--- src/rtl/uart_rx_pkg.sv ---
// uart_rx_pkg
//   Shared constants for the UART receiver.
//   - Baud divisors: system clock cycles per bit at a 12 MHz system clock.
//     These are the same values the transmitter uses, so the two ends agree.
//   - DATA_BITS: payload width of one 8N1 frame.
//   - half_bit(): cycles from the start-bit falling edge to the start-bit
//     mid-sample, used as the default for the receiver's M_HALF.
package uart_rx_pkg;

    localparam int B115200 = 104;
    localparam int B57600  = 208;
    localparam int B38400  = 313;
    localparam int B19200  = 625;
    localparam int B9600   = 1250;
    localparam int B4800   = 2500;
    localparam int B2400   = 5000;
    localparam int B1200   = 10000;
    localparam int B600    = 20000;
    localparam int B300    = 40000;

    localparam int DATA_BITS = 8;

    function automatic int half_bit(input int m);
        return m / 2;
    endfunction

endpackage

--- src/rtl/rx_baud_tick.sv ---
// rx_baud_tick
//   Bit-timing counter for the UART receiver.
//   Ports:
//     clk    in   system clock
//     rst    in   asynchronous active-high reset
//     en     in   low clears the counter and holds it at zero
//     start  in   first cycle of a frame: load the half-bit interval
//     tick   out  one-cycle pulse marking a sample point
//   The load values are intervals in clock cycles: after start the first
//   tick comes M_HALF cycles later, and every following tick M cycles after
//   the previous one.
module rx_baud_tick #(
    parameter int M      = 104,
    parameter int M_HALF = 52
) (
    input  logic clk,
    input  logic rst,
    input  logic en,
    input  logic start,
    output logic tick
);

    localparam int CW = $clog2(M + 1);

    logic [CW-1:0] count_q;
    logic [CW-1:0] count_d;

    // The counter is stored as "cycles left minus one", so the cycle in
    // which it sits at zero is the sample cycle and the reload of M-1
    // gives a tick period of exactly M clocks.
    always_comb begin
        tick    = 1'b0;
        count_d = count_q;
        if (!en) begin
            count_d = '0;
        end else if (start) begin
            count_d = CW'(M_HALF - 1);
        end else if (count_q == '0) begin
            tick    = 1'b1;
            count_d = CW'(M - 1);
        end else begin
            count_d = count_q - CW'(1);
        end
    end

    always_ff @(posedge clk or posedge rst) begin
        if (rst) begin
            count_q <= '0;
        end else begin
            count_q <= count_d;
        end
    end

endmodule

--- src/rtl/uart_rx.sv ---
// uart_rx
//   8N1 UART receiver, LSB first, oversampled by the system clock.
//   Ports:
//     clk   in   system clock, everything on posedge
//     rst   in   asynchronous active-high reset
//     rx    in   serial line, idle high, asynchronous to clk
//     data  out  last correctly received byte, held until the next good frame
//     rcv   out  one-cycle strobe: data has just been updated
//     ferr  out  one-cycle strobe: stop bit sampled low, frame discarded
//     busy  out  high while a frame is in progress (any state but IDLE)
//   A frame whose stop bit is low parks the receiver in BRK until the line
//   returns high, so a held-low line (break) does not produce a stream of
//   phantom frames.
module uart_rx
    import uart_rx_pkg::*;
#(
    parameter int M      = B115200,
    parameter int M_HALF = half_bit(M)
) (
    input  logic       clk,
    input  logic       rst,
    input  logic       rx,
    output logic [7:0] data,
    output logic       rcv,
    output logic       ferr,
    output logic       busy
);

    localparam int IW = $clog2(DATA_BITS);

    typedef enum logic [2:0] {
        IDLE  = 3'd0,
        START = 3'd1,
        DATA  = 3'd2,
        STOP  = 3'd3,
        BRK   = 3'd4
    } state_t;

    state_t               state_q;
    state_t               state_d;
    logic                 rx_meta_q;
    logic                 rx_meta_d;
    logic                 rx_s_q;
    logic                 rx_s_d;
    logic [DATA_BITS-1:0] sh_q;
    logic [DATA_BITS-1:0] sh_d;
    logic [IW-1:0]        idx_q;
    logic [IW-1:0]        idx_d;
    logic [7:0]           data_q;
    logic [7:0]           data_d;
    logic                 rcv_q;
    logic                 rcv_d;
    logic                 ferr_q;
    logic                 ferr_d;

    logic                 baud_start;
    logic                 baud_en;
    logic                 tick;

    // Two-flop synchronizer; only rx_s_q is ever looked at by the FSM.
    always_comb begin
        rx_meta_d = rx;
        rx_s_d    = rx_meta_q;
    end

    // The bit timer only runs while a frame is being sampled; BRK just
    // waits for the line and needs no timing.
    always_comb begin
        baud_en = baud_start
                | (state_q == START)
                | (state_q == DATA)
                | (state_q == STOP);
    end

    rx_baud_tick #(
        .M      (M),
        .M_HALF (M_HALF)
    ) u_baud (
        .clk   (clk),
        .rst   (rst),
        .en    (baud_en),
        .start (baud_start),
        .tick  (tick)
    );

    // Next-state and strobe logic. The receiver returns to IDLE at the
    // mid-stop sample, leaving half a bit to catch the next start edge.
    always_comb begin
        state_d    = state_q;
        sh_d       = sh_q;
        idx_d      = idx_q;
        data_d     = data_q;
        rcv_d      = 1'b0;
        ferr_d     = 1'b0;
        baud_start = 1'b0;

        case (state_q)
            IDLE: begin
                if (!rx_s_q) begin
                    state_d    = START;
                    baud_start = 1'b1;
                end
            end
            START: begin
                if (tick) begin
                    if (rx_s_q) begin
                        // Line was high again at mid start bit: a glitch.
                        state_d = IDLE;
                    end else begin
                        state_d = DATA;
                        idx_d   = '0;
                    end
                end
            end
            DATA: begin
                if (tick) begin
                    sh_d = {rx_s_q, sh_q[DATA_BITS-1:1]};
                    if (idx_q == IW'(DATA_BITS - 1)) begin
                        state_d = STOP;
                    end else begin
                        idx_d = idx_q + IW'(1);
                    end
                end
            end
            STOP: begin
                if (tick) begin
                    if (rx_s_q) begin
                        data_d  = sh_q;
                        rcv_d   = 1'b1;
                        state_d = IDLE;
                    end else begin
                        ferr_d  = 1'b1;
                        state_d = BRK;
                    end
                end
            end
            BRK: begin
                if (rx_s_q) begin
                    state_d = IDLE;
                end
            end
            default: begin
                state_d = IDLE;
            end
        endcase
    end

    // State and datapath registers. The synchronizer resets to the idle
    // line level so reset release never looks like a start edge.
    always_ff @(posedge clk or posedge rst) begin
        if (rst) begin
            state_q   <= IDLE;
            rx_meta_q <= 1'b1;
            rx_s_q    <= 1'b1;
            sh_q      <= '0;
            idx_q     <= '0;
            data_q    <= 8'h00;
            rcv_q     <= 1'b0;
            ferr_q    <= 1'b0;
        end else begin
            state_q   <= state_d;
            rx_meta_q <= rx_meta_d;
            rx_s_q    <= rx_s_d;
            sh_q      <= sh_d;
            idx_q     <= idx_d;
            data_q    <= data_d;
            rcv_q     <= rcv_d;
            ferr_q    <= ferr_d;
        end
    end

    assign data = data_q;
    assign rcv  = rcv_q;
    assign ferr = ferr_q;
    assign busy = (state_q != IDLE);

endmodule
--- config.mk ---
export PLATFORM = sky130hd
export DESIGN_NAME = uart_rx
export DESIGN_NICKNAME = d
export VERILOG_FILES = /design/src/rtl/uart_rx_pkg.sv /design/src/rtl/rx_baud_tick.sv /design/src/rtl/uart_rx.sv
export SDC_FILE = /design/constraint.sdc
export NUM_CORES = 1
export LEC_CHECK = 0
export CAP_MARGIN = 20
export CORE_MARGIN = 5
export CORE_UTILIZATION = 55
export DETAILED_ROUTE_END_ITERATION = 8
export PLACE_DENSITY = 0.74
export SETUP_SLACK_MARGIN = 0.02
export SLEW_MARGIN = 20
export SYNTH_ARGS = -nofsm -noshare
export SYNTH_HDL_FRONTEND = slang
export SYNTH_SLANG_ARGS = --single-unit
--- constraint.sdc ---
create_clock -name clk -period 2.25 [get_ports clk]
set_input_delay 0.5625 -clock clk [delete_from_list [all_inputs] [get_ports clk]]
set_output_delay 0.5625 -clock clk [all_outputs]
set_load 0.02 [all_outputs]
# Word-level counts from Yosys, hierarchy flattened
# Cells that the tools add are included.
dict set report word_totals {
  input_bits 3
  output_inout_bits 11
  reg_bits 33
}
dict set report op_classes {
  n_eq_ne 13
  muxes 27
  bitwise_logic 3
  add_sub_neg 2
  n_reduce_logical 8
}
# cell count
set ops {}
lappend ops {{3-bit 2-to-1 mux} 11}
lappend ops {{7-bit 2-to-1 mux} 3}
lappend ops {{3-bit one-hot mux with 5 select lines} 1}
lappend ops {{2-bit inequality test, second input constant} 7}
lappend ops {{1-bit 2-to-1 mux} 10}
lappend ops {{7-bit logical NOT} 1}
lappend ops {{7-bit by 1-bit subtractor with 7-bit output, second input constant} 1}
lappend ops {{3-bit by 2-bit equality test with 1-bit output, second input constant} 2}
lappend ops {{3-bit equality test, second input constant} 2}
lappend ops {{3-bit one-hot mux with 2 select lines} 1}
lappend ops {{6-bit AND reduction} 1}
lappend ops {{5-bit AND reduction} 1}
lappend ops {{3-bit by 1-bit adder with 3-bit output, second input constant} 1}
lappend ops {{3-bit by 1-bit equality test with 1-bit output, second input constant} 1}
lappend ops {{3-bit logical NOT} 1}
lappend ops {{1-bit OR} 3}
lappend ops {{3-bit AND reduction} 1}
lappend ops {{3-bit nonzero test} 1}
lappend ops {{2-bit 2-to-1 mux} 1}
lappend ops {{2-bit by 1-bit inequality test with 1-bit output, second input constant} 1}
lappend ops {{2-bit AND reduction} 1}
lappend ops {{2-bit nonzero test} 1}

# Logic depth before layout (Yosys ltp)
dict set report logic_depth {
  ltp_word 8
  mapped_depth 6
  ltp_nobuf 6
}

# Hierarchy
# A second synthesis with hierarchy kept.
dict set report hier_totals {
  cells_unflattened 120
  hier_area_um2 1537.7
}
# mod area_per_inst_um2 cells_each n_inst
set modules_own_cells {}
lappend modules_own_cells {uart_rx 1138.6 80 1}
lappend modules_own_cells {rx_baud_tick 399.1 40 1}

# Worst setup path after synthesis
# No wires, ideal clock.
dict set report synth_path {
  path_kind {register to register}
  startpoint {reg u_baud.count_q[3]}
  endpoint {reg data_q[0], in the netlist data[0]}
  path_stages_with_launch 6
  path_buffers 1
  t_required_ns 2.125
  setup_ns 0.125
  arrival_ns 1.543
  setup_slack_ns 0.582
  cell_sequence {dfrtp_1 nor4_2 and4b_1 buf_6 nand3_4 mux2_4}
}
dict set report synth_via {
  elab_chain_cells 5
}
# element line
set synth_lines {}
lappend synth_lines {{start: declaration} rx_baud_tick.sv:25} ;# logic [CW-1:0] count_q;
lappend synth_lines {{start signal: assignment} rx_baud_tick.sv:50} ;# count_q <= count_d;
lappend synth_lines {{7-bit logical NOT} rx_baud_tick.sv:38} ;# end else if (count_q == '0) begin
lappend synth_lines {{1-bit 2-to-1 mux} rx_baud_tick.sv:38}
lappend synth_lines {{1-bit 2-to-1 mux} rx_baud_tick.sv:36} ;# end else if (start) begin
lappend synth_lines {{1-bit 2-to-1 mux} rx_baud_tick.sv:34} ;# if (!en) begin
lappend synth_lines {{3-bit AND reduction (no source line)} n/a}
lappend synth_lines {{end signal: assignment} uart_rx.sv:166} ;# data_q <= data_d;
lappend synth_lines {{end: declaration} uart_rx.sv:49} ;# logic [7:0] data_q;
# Every way passes these cells.
# A chain may end at the register's enable or synchronous reset.

# Final worst setup path
dict set report layout_path {
  startpoint {reg state_q[0]}
  endpoint {out busy}
}
dict set report layout_via {
  elab_chain_cells 1
}
# element line
set layout_lines {}
lappend layout_lines {{start: declaration} uart_rx.sv:39} ;# state_t state_q;
lappend layout_lines {{start signal: assignment} uart_rx.sv:161} ;# state_q <= state_d;
lappend layout_lines {{3-bit nonzero test} uart_rx.sv:175} ;# assign busy = (state_q != IDLE);
lappend layout_lines {{end: declaration} uart_rx.sv:26} ;# output logic busy
# Every way passes these cells.

==> flow_summary.toml <==
[pwr]
p_int_uw = 719
p_comb_share_pct = 1.8
switchingPower_uw = 212
sw_frac_of_total_pct = 22.8
vdd_ir_drop_max_mv = 0.500
clkPwrFrac_pct = 33.9
p_leak_nw = 0.855
sequentialPowerShare_pct = 64.3
p_per_area_nw_per_um2 = 546

[yosys]
ys_ff_latch = 33
synth_top_area_share_pct = 52.0
synth_top_area_cell = "dfrtp_1"
syn_nets = 121
ys_warn_count = 0
syn-cell-area_um2 = 1490
synth_edf_count = 0
seq_area_frac_synth_pct = 55.5
yosys.cell_count.top_type = "dfrtp_1"
synth_commonest_cells = "dfrtp_1, mux2_2, mux2_4, nand2_1, nor2_1"
synth_cell_types = 35
ys_async_sr_fraction_pct = 100
synthFlopType = "dfrtp_1"
synthCells = 114
synth.avg_cell_area_um2 = 13.1
yosys-top-cells-area = "dfrtp_1, mux2_4, mux2_2, dfstp_2, ha_1"

[placed_design]
port_buffers = 13
place_hpwl_um = 1690
routabilityCongestion = 0.780

[clock_tree]
clkSlewWorstSetupHoldPaths_ps = 100
cts_tree = "done"
ctsHtreeMaxLevel = 2
cts_setup_buffers = 0
clock_tree.buffer_depth = 2
cts-root-buf = "clkbuf_4"
clock_latency_ps = 330
cts_buffers = 5
clock-sinks = 33

[setup_path]
cp_max_fo = 7
worst_setup_path_end_kind = "primary output"
path_class = "register to primary output"
timing.critical_path.required_ps = 1690
worstSetupStartpointType = "register"
crit_arrival_ps = 1500

[timing]
clock_skew_ps = 5.74
hold_viol_final = 0
period_minus_slack_ps = 2060
post-route-period-util_pct = 91.7
setup_viol = 0
rsz0062_at_grt = "no"
max_freq_ghz = 0.485
tightest_slew_ps = 394
drv_slew = 0
slew_headroom_pct = 73.7
hold_ws_ps = 369
tns_ps = 0

[die]
coreArea_um2 = 2540
rows = 18
fp.dieH_um = 62.1
die_w_um = 62.1
io-pin-count = 14
die_area_um2 = 3850
start_util_pct = 58.6

[finish]
fillers = 177
syn_to_final_growth_pct = 14.3
seqCellArea_um2 = 828
multi_input_area_um2 = 626
drive_gt1_share_pct = 28.4
nNetsFinal = 140
diodes = 0

[global_route]
grt_pass1_vias = 953
grt_pass1_wl_um = 4180
grt_max_degree = 34
overflow = 0
grt_usage_pct = 15.4
antenna_found_initial = 0

[outcome]
status = "finished clean"

[routing]
drc = 0
firstDrtPassIters = 4
ant_nets = 0
drt_wl_total_um = 2400
vias = 920
routedWlPerCell_um = 14.6
drtIter0Drc = 41
via_per_inst = 5.61

[worst_hold_path]
min_path_type = "register to register"

[flow_run]
cap_violations = 0
==> layout by cell type, fill, tap and decap left out, types with 2 or more instances in the layout <==
master	synthesis	final
dfrtp_1	31	31
clkdlybuf4s50_1	0	12
nor2_1	8	8
nand2_1	8	8
mux2_2	8	8
mux2_4	8	8
clkbuf_4	0	5
inv_1	4	4
o21ai_0	4	4
ha_1	4	4
nor3_1	3	3
o31ai_1	3	3
a21oi_1	3	3
or2_2	3	3
a311oi_1	2	2
nor3b_1	2	2
xor2_1	2	2
clkinv_2	0	2
buf_4	1	2
dfstp_2	2	2
==> area by class of cell <==
| type | count | area share (%) |
|---|---|---|
| Tap cell | 30 | 2.20 |
| Clock inverter | 3 | 1.03 |
| Inverter | 4 | 0.880 |
| Sequential cell | 33 | 48.6 |
| Timing Repair Buffer | 15 | 8.44 |
| Clock buffer | 5 | 2.20 |
| Multi-Input combinational cell | 74 | 36.7 |
==> worst max-delay path: stages (launching register included) <==
cell and delay, ps:
dfrtp_1 450, or3_1 400, dlygate4sd2_1 330
==> worst paths after layout <==
path                       slack, ps  depth (start not counted)              start        end
min                              370                          0          rx_meta_q     rx_s_q
max reg2reg                      350                          4  u_baud.count_q[3]    data[4]
max                              190                          2         state_q[0]       busy
min in group asynchronous        620                          3                rst    sh_q[6]
min reg2reg                      370                          0          rx_meta_q     rx_s_q
max in group asynchronous       1310                          3                rst  rx_meta_q
==> power by group through the flow <==
stage | Clock, mW | Combinational, mW | Sequential, mW
3_3_place_gp | 0 | 0.0173 | 0.610
4_1_cts | 0.328 | 0.0179 | 0.599
5_1_grt | 0.355 | 0.0201 | 0.599
6_report | 0.315 | 0.0167 | 0.599
2_1_floorplan | 0 | 0.0127 | 0.608
3_5_place_dp | 0 | 0.0180 | 0.610
==> per-layer routing <==
layer | global-route usage (%) | wire length (um) | up-vias
li1 | - | - | 442
met1 | 18.9 | 1070 | 451
met2 | 25.3 | 1170 | 22
met3 | 4.96 | 120 | 5
met4 | 5.45 | 38 | 0
met5 | 0 | 0 | -
==> flip-flops by register name (all words and copies together), names as in the netlist <==
register        count
ferr                1
rx_meta_q           1
data                8
sh_q                8
idx_q               3
state_q             3
u_baud.count_q      7
rcv                 1
rx_s_q              1
==> kinds of logic (layout without fill, tap and decap cells) <==
family | after synthesis | in the layout | synth area share, %
AOI/OAI and AO/OA | 14 | 14 | 5.96
and+or+nand+nor | 36 | 36 | 16.1
adders and majority gates | 4 | 4 | 3.36
muxes | 17 | 17 | 14.8
DFF | 33 | 33 | 55.5
xor gates and xnor gates | 3 | 3 | 1.76
buffers and inverters | 7 | 27 | 2.52
==> per-stage QoR <==
stage / std cells / utilization (%) / cell area (um^2) / total power, mW / worst slack, ps
floorplan: 114 / - / 1490 / 0.621 / 582
global placement: 156 / 64.9 / 1650 / 0.627 / 344
detailed placement: 156 / 64.9 / 1650 / 0.628 / 340
CTS: 164 / 67.0 / 1710 / 0.944 / 177
global route: 164 / 67.0 / 1710 / 0.975 / 116
finish: 164 / 67.0 / 1710 / 0.930 / 187
==> repair_timing <==
action / CTS / global route
hold buffers: 0 / 0
setup endpoints to repair: 1 / 0
gates resized for setup: 1 / 0
(Power assumes the default switching activity.)
==> RTL edit 1 (same flow settings) <==
Put one more register stage on the output `data`, with the module's reset. The value now appears one clock later. The other outputs are not delayed to match. Comments in the files are not updated.
--- a/src/rtl/uart_rx.sv
+++ b/src/rtl/uart_rx.sv
@@ -169,7 +169,13 @@
         end
     end
 
-    assign data = data_q;
+    always_ff @(posedge clk or posedge rst) begin
+        if (rst) begin
+            data <= '0;
+        end else begin
+            data <= data_q;
+        end
+    end
     assign rcv  = rcv_q;
     assign ferr = ferr_q;
     assign busy = (state_q != IDLE);
Function: same outputs for any inputs over 10 cycles, from zero or initial values and one cycle with rst high; that may be too few to reach the edited logic, so the function may still have changed.
==> RTL edit 1 against the unedited design <==
Critical path depth increased by 1; routed wire length increased by 12%; cell count increased by 3.7%; cell area increased by 11%; synthesized area increased by 11%; clock skew increased by 0.0066 ns; total power increased by 30%; sequential cell count increased by 8; global-route usage decreased by 0.18 points; setup slack got worse by 0.062 ns; highest routed layer unchanged.
==> RTL edit 1: results (changes against the unedited design) <==
set qor(timing.clock.skew_ns) 0.0123 ;# +0.00660 ns
set qor(outcome) {finished, final reports clean}
set qor(first_iter_violations) 49 ;# +20%
set qor(dp_cells) 163 ;# +4.5%
set qor(worstPathMaxFanout) 9 ;# +2
set qor(area_share_nonclk_buffers_pct) 8.36 ;# -0.076 points
set qor(post_route_cells_drive_above_1_share_pct) 24.5 ;# -3.9 points
set qor(nets) 146 ;# +4.3%
set qor(num-nonclk-buffers) 17 ;# +2
set qor(synth.cells.most_frequent) {sky130_fd_sc_hd__dfrtp_1 (39), sky130_fd_sc_hd__mux2_2 (17), sky130_fd_sc_hd__a21oi_1 (5)}
set qor(avgRoutedWirePerCell_microns) 15.8 ;# +8.1%
set qor(grt_util_met1_pct) 20.0 ;# +1.1 points
set qor(synth_area_leaders) {sky130_fd_sc_hd__dfrtp_1 (59%), sky130_fd_sc_hd__mux2_2 (12%), sky130_fd_sc_hd__dfstp_2 (3.2%)}
set qor(worst_hold_slack_ns) 0.366 ;# -0.00326 ns
set qor(timing.slew.headroom_pct) 62.4 ;# -11 points
set qor(postRouteWirelength_microns) 2690 ;# +12%
set qor(met1Wirelength_microns) 1210 ;# +13%
set qor(p_leak_nw) 0.942 ;# +10%
set qor(met3_length_microns) 169 ;# +41%
set qor(vdd_ir_drop_max_v) 0.000538 ;# +7.6%
set qor(via_count) 998 ;# +8.5%
set qor(grt_max_degree) 42 ;# +24%
set qor(crit-reg2reg-launch) {u_baud.count_q[2]}
set qor(multi_input_combinational_cell_area_sq_um) 587 ;# -6.2%
set qor(total_of_flip_flops_plus_latches_after_synthesis) 41 ;# +24%
set qor(seq-cell-share_pct) 54.1 ;# +5.5 points
set qor(slowest_delay_ns) 0.70 ;# +0.25 ns
set qor(multi_input_area_share_pct) 30.9 ;# -5.8 points
set qor(clock_buffer_count) 5 ;# unchanged
set qor(detailroute.wirelength.met2_microns) 1270 ;# +8.6%
set qor(highest-signal-layer) {met4}
set qor(dp_slack_ns) 0.123 ;# -0.217 ns
set qor(gp_congestion) 0.784 ;# +0.53%
set qor(ys_types) 33 ;# -5.7%
set qor(synth-seq-area-share_pct) 62.3 ;# +6.8 points
set qor(place.port_buffers) 13 ;# unchanged
set qor(cts.path.max_buffers) 2 ;# unchanged
set qor(slowest_stage) {sky130_fd_sc_hd__or4_1}
set qor(arr_time_crit_path_ns) 2.35 ;# +0.85 ns
set qor(detailedPlacementHpwl_microns) 1920 ;# +14%
set qor(number_of_combinational_gates_with_multiple_inputs) 70 ;# -5.4%
set qor(critical_path.endpoint) {data_q[1]}
set qor(post_dp_cell_area_sq_um) 1830 ;# +11%
set qor(globalRouteMet3Util_pct) 5.70 ;# +0.74 points
set qor(fraction_of_met2_tracks_used_by_global_routing_pct) 23.4 ;# -1.9 points
set qor(fillerInstances) 199 ;# +12%
set qor(track_usage_pct) 15.2 ;# -0.18 points
## RTL edit 1: changes by cell type in the layout (fill, tap and decap cells not counted), moves of 4 or more
cell	unedited run	this run
sky130_fd_sc_hd__nand2_1	8	3
sky130_fd_sc_hd__nor2_1	8	4
sky130_fd_sc_hd__dfrtp_1	31	39
sky130_fd_sc_hd__mux2_2	8	17
sky130_fd_sc_hd__mux2_4	8	0
sky130_fd_sc_hd__o21ai_0	4	0
## RTL edit 1: cell families after synthesis
kind of cell	after synthesis	share of synthesized area, %
buffers and inverters	9	2.12
flip-flops	41	62.3
AO/OA/AOI/OAI	18	7.89
AND/OR/NAND/NOR	28	11.4
XOR/XNOR	3	1.59
adder cells (fa/ha/maj)	4	3.03
multiplexers	17	11.6
## RTL edit 1: worst max-delay path: cells and delay by family, from the launching register on
kind             cells  cell delay (ns)
and+or+nand+nor      2             1.18
DFF                  1             0.45
muxes                1             0.39
## RTL edit 1: power by group
group          switching (mW)  internal [mW]
clock                   0.218          0.226
sequential            0.00223          0.740
combinational          0.0152        0.00537
==> RTL edit 2 (same flow settings) <==
Made on the original files. Change the package constant `B115200` from 104 to 208.
--- a/src/rtl/uart_rx_pkg.sv
+++ b/src/rtl/uart_rx_pkg.sv
@@ -7,7 +7,7 @@
 //     mid-sample, used as the default for the receiver's M_HALF.
 package uart_rx_pkg;
 
-    localparam int B115200 = 104;
+    localparam int B115200 = 208;
     localparam int B57600  = 208;
     localparam int B38400  = 313;
     localparam int B19200  = 625;
Function: no difference found for any inputs over 10 cycles, from zero or initial values and one cycle with rst high; that may be too few to reach the edited logic, so the function may still have changed.
==> RTL edit 2 against the unedited design <==
Utilization down 1.9 points; worst hold slack lost 0.0044 ns; setup slack got worse by 0.042 ns; total power rose by 5.3%; combinational power increased by 9%; clock skew is 0.0043 ns higher; critical path depth stayed put; routed wire length increased by 9.3%; synthesized area up 3.2%; sequential cell count up 1; cell area is 3.5% higher; critical path type unchanged; highest routed layer unchanged.
==> RTL edit 2: results (changes against the unedited design) <==
set qor(grt_pass1_vias) 1040 ;# +9.1%
set qor(crit-reg2reg-launch) {u_baud.count_q[0]}
set qor(gp_congestion) 0.765 ;# -1.9%
set qor(met1Wirelength_microns) 1110 ;# +4.2%
set qor(synth_area_leaders) {sky130_fd_sc_hd__dfrtp_1 (52%), sky130_fd_sc_hd__mux2_4 (7.8%), sky130_fd_sc_hd__mux2_2 (6.6%)}
set qor(via_count) 984 ;# +7.0%
set qor(yosys-mux-area-fraction_pct) 16.3 ;# +1.6 points
set qor(met3_length_microns) 117 ;# -2.5%
set qor(detailedPlacementHpwl_microns) 1890 ;# +12%
set qor(finalNonFillerCells) 171 ;# +4.3%
set qor(synth-xor-area-share_pct) 2.28 ;# +0.51 points
set qor(outcome) {finished, final reports clean}
set qor(reg2reg_slack_ns) 0.39 ;# +0.04 ns
set qor(worst_hold_slack_ns) 0.365 ;# -0.00444 ns
set qor(tightest_slew_ns) 0.413 ;# +0.0188 ns
set qor(grt_util_met1_pct) 17.7 ;# -1.2 points
set qor(maxClockFrequency_mhz) 475 ;# -2.0%
set qor(post_route_cells_drive_above_1_share_pct) 27.1 ;# -1.2 points
set qor(report.power.total_mw) 0.980 ;# +5.3%
set qor(post_dp_cell_area_sq_um) 1710 ;# +3.3%
set qor(grt_pass1_wl_microns) 4580 ;# +9.6%
set qor(fraction_of_met2_tracks_used_by_global_routing_pct) 23.5 ;# -1.8 points
set qor(synth_compound_gate_area_share_pct) 5.53 ;# -0.43 points
set qor(mappedNetlistNets) 126 ;# +4.1%
set qor(synth.cells.most_frequent) {sky130_fd_sc_hd__dfrtp_1 (32), sky130_fd_sc_hd__nor2_1 (11), sky130_fd_sc_hd__mux2_2 (9)}
set qor(arr_time_crit_path_ns) 1.54 ;# +0.04 ns
set qor(first_iter_violations) 36 ;# -12%
set qor(worstPathMaxFanout) 9 ;# +2
set qor(powerClk_mw) 0.345 ;# +9.5%
set qor(synth-seq-area-share_pct) 55.4 ;# -0.090 points
## RTL edit 2: cell count changes in the layout (fill, tap and decap cells not counted), moves of 2 or more
| cell | delta |
|---|---|
| sky130_fd_sc_hd__nor2_1 | +3 |
| sky130_fd_sc_hd__mux2i_1 | +2 |
| sky130_fd_sc_hd__xnor2_1 | +2 |
| sky130_fd_sc_hd__nor3_1 | -2 |
| sky130_fd_sc_hd__a21oi_1 | +3 |
| sky130_fd_sc_hd__buf_4 | +2 |
| sky130_fd_sc_hd__o31ai_1 | -3 |
| sky130_fd_sc_hd__nand2_1 | -2 |
| sky130_fd_sc_hd__o21ai_0 | -3 |
## RTL edit 2: critical path: cells and delay by family (launching register included)
family / cells / cell delay, ns
flops: 1 / 0.47
simple gates: 1 / 0.42
buf+inv: 1 / 0.33
## RTL edit 2: final cells by class
type                       count  area, sq um
sequential                    34          853
inverter                       5         18.8
clock buffer                   7         55.1
fill                         219          945
clock inverter                 1         5.00
tap                           31         38.8
timing repair buffer          17          159
multi-input combinational     76          636
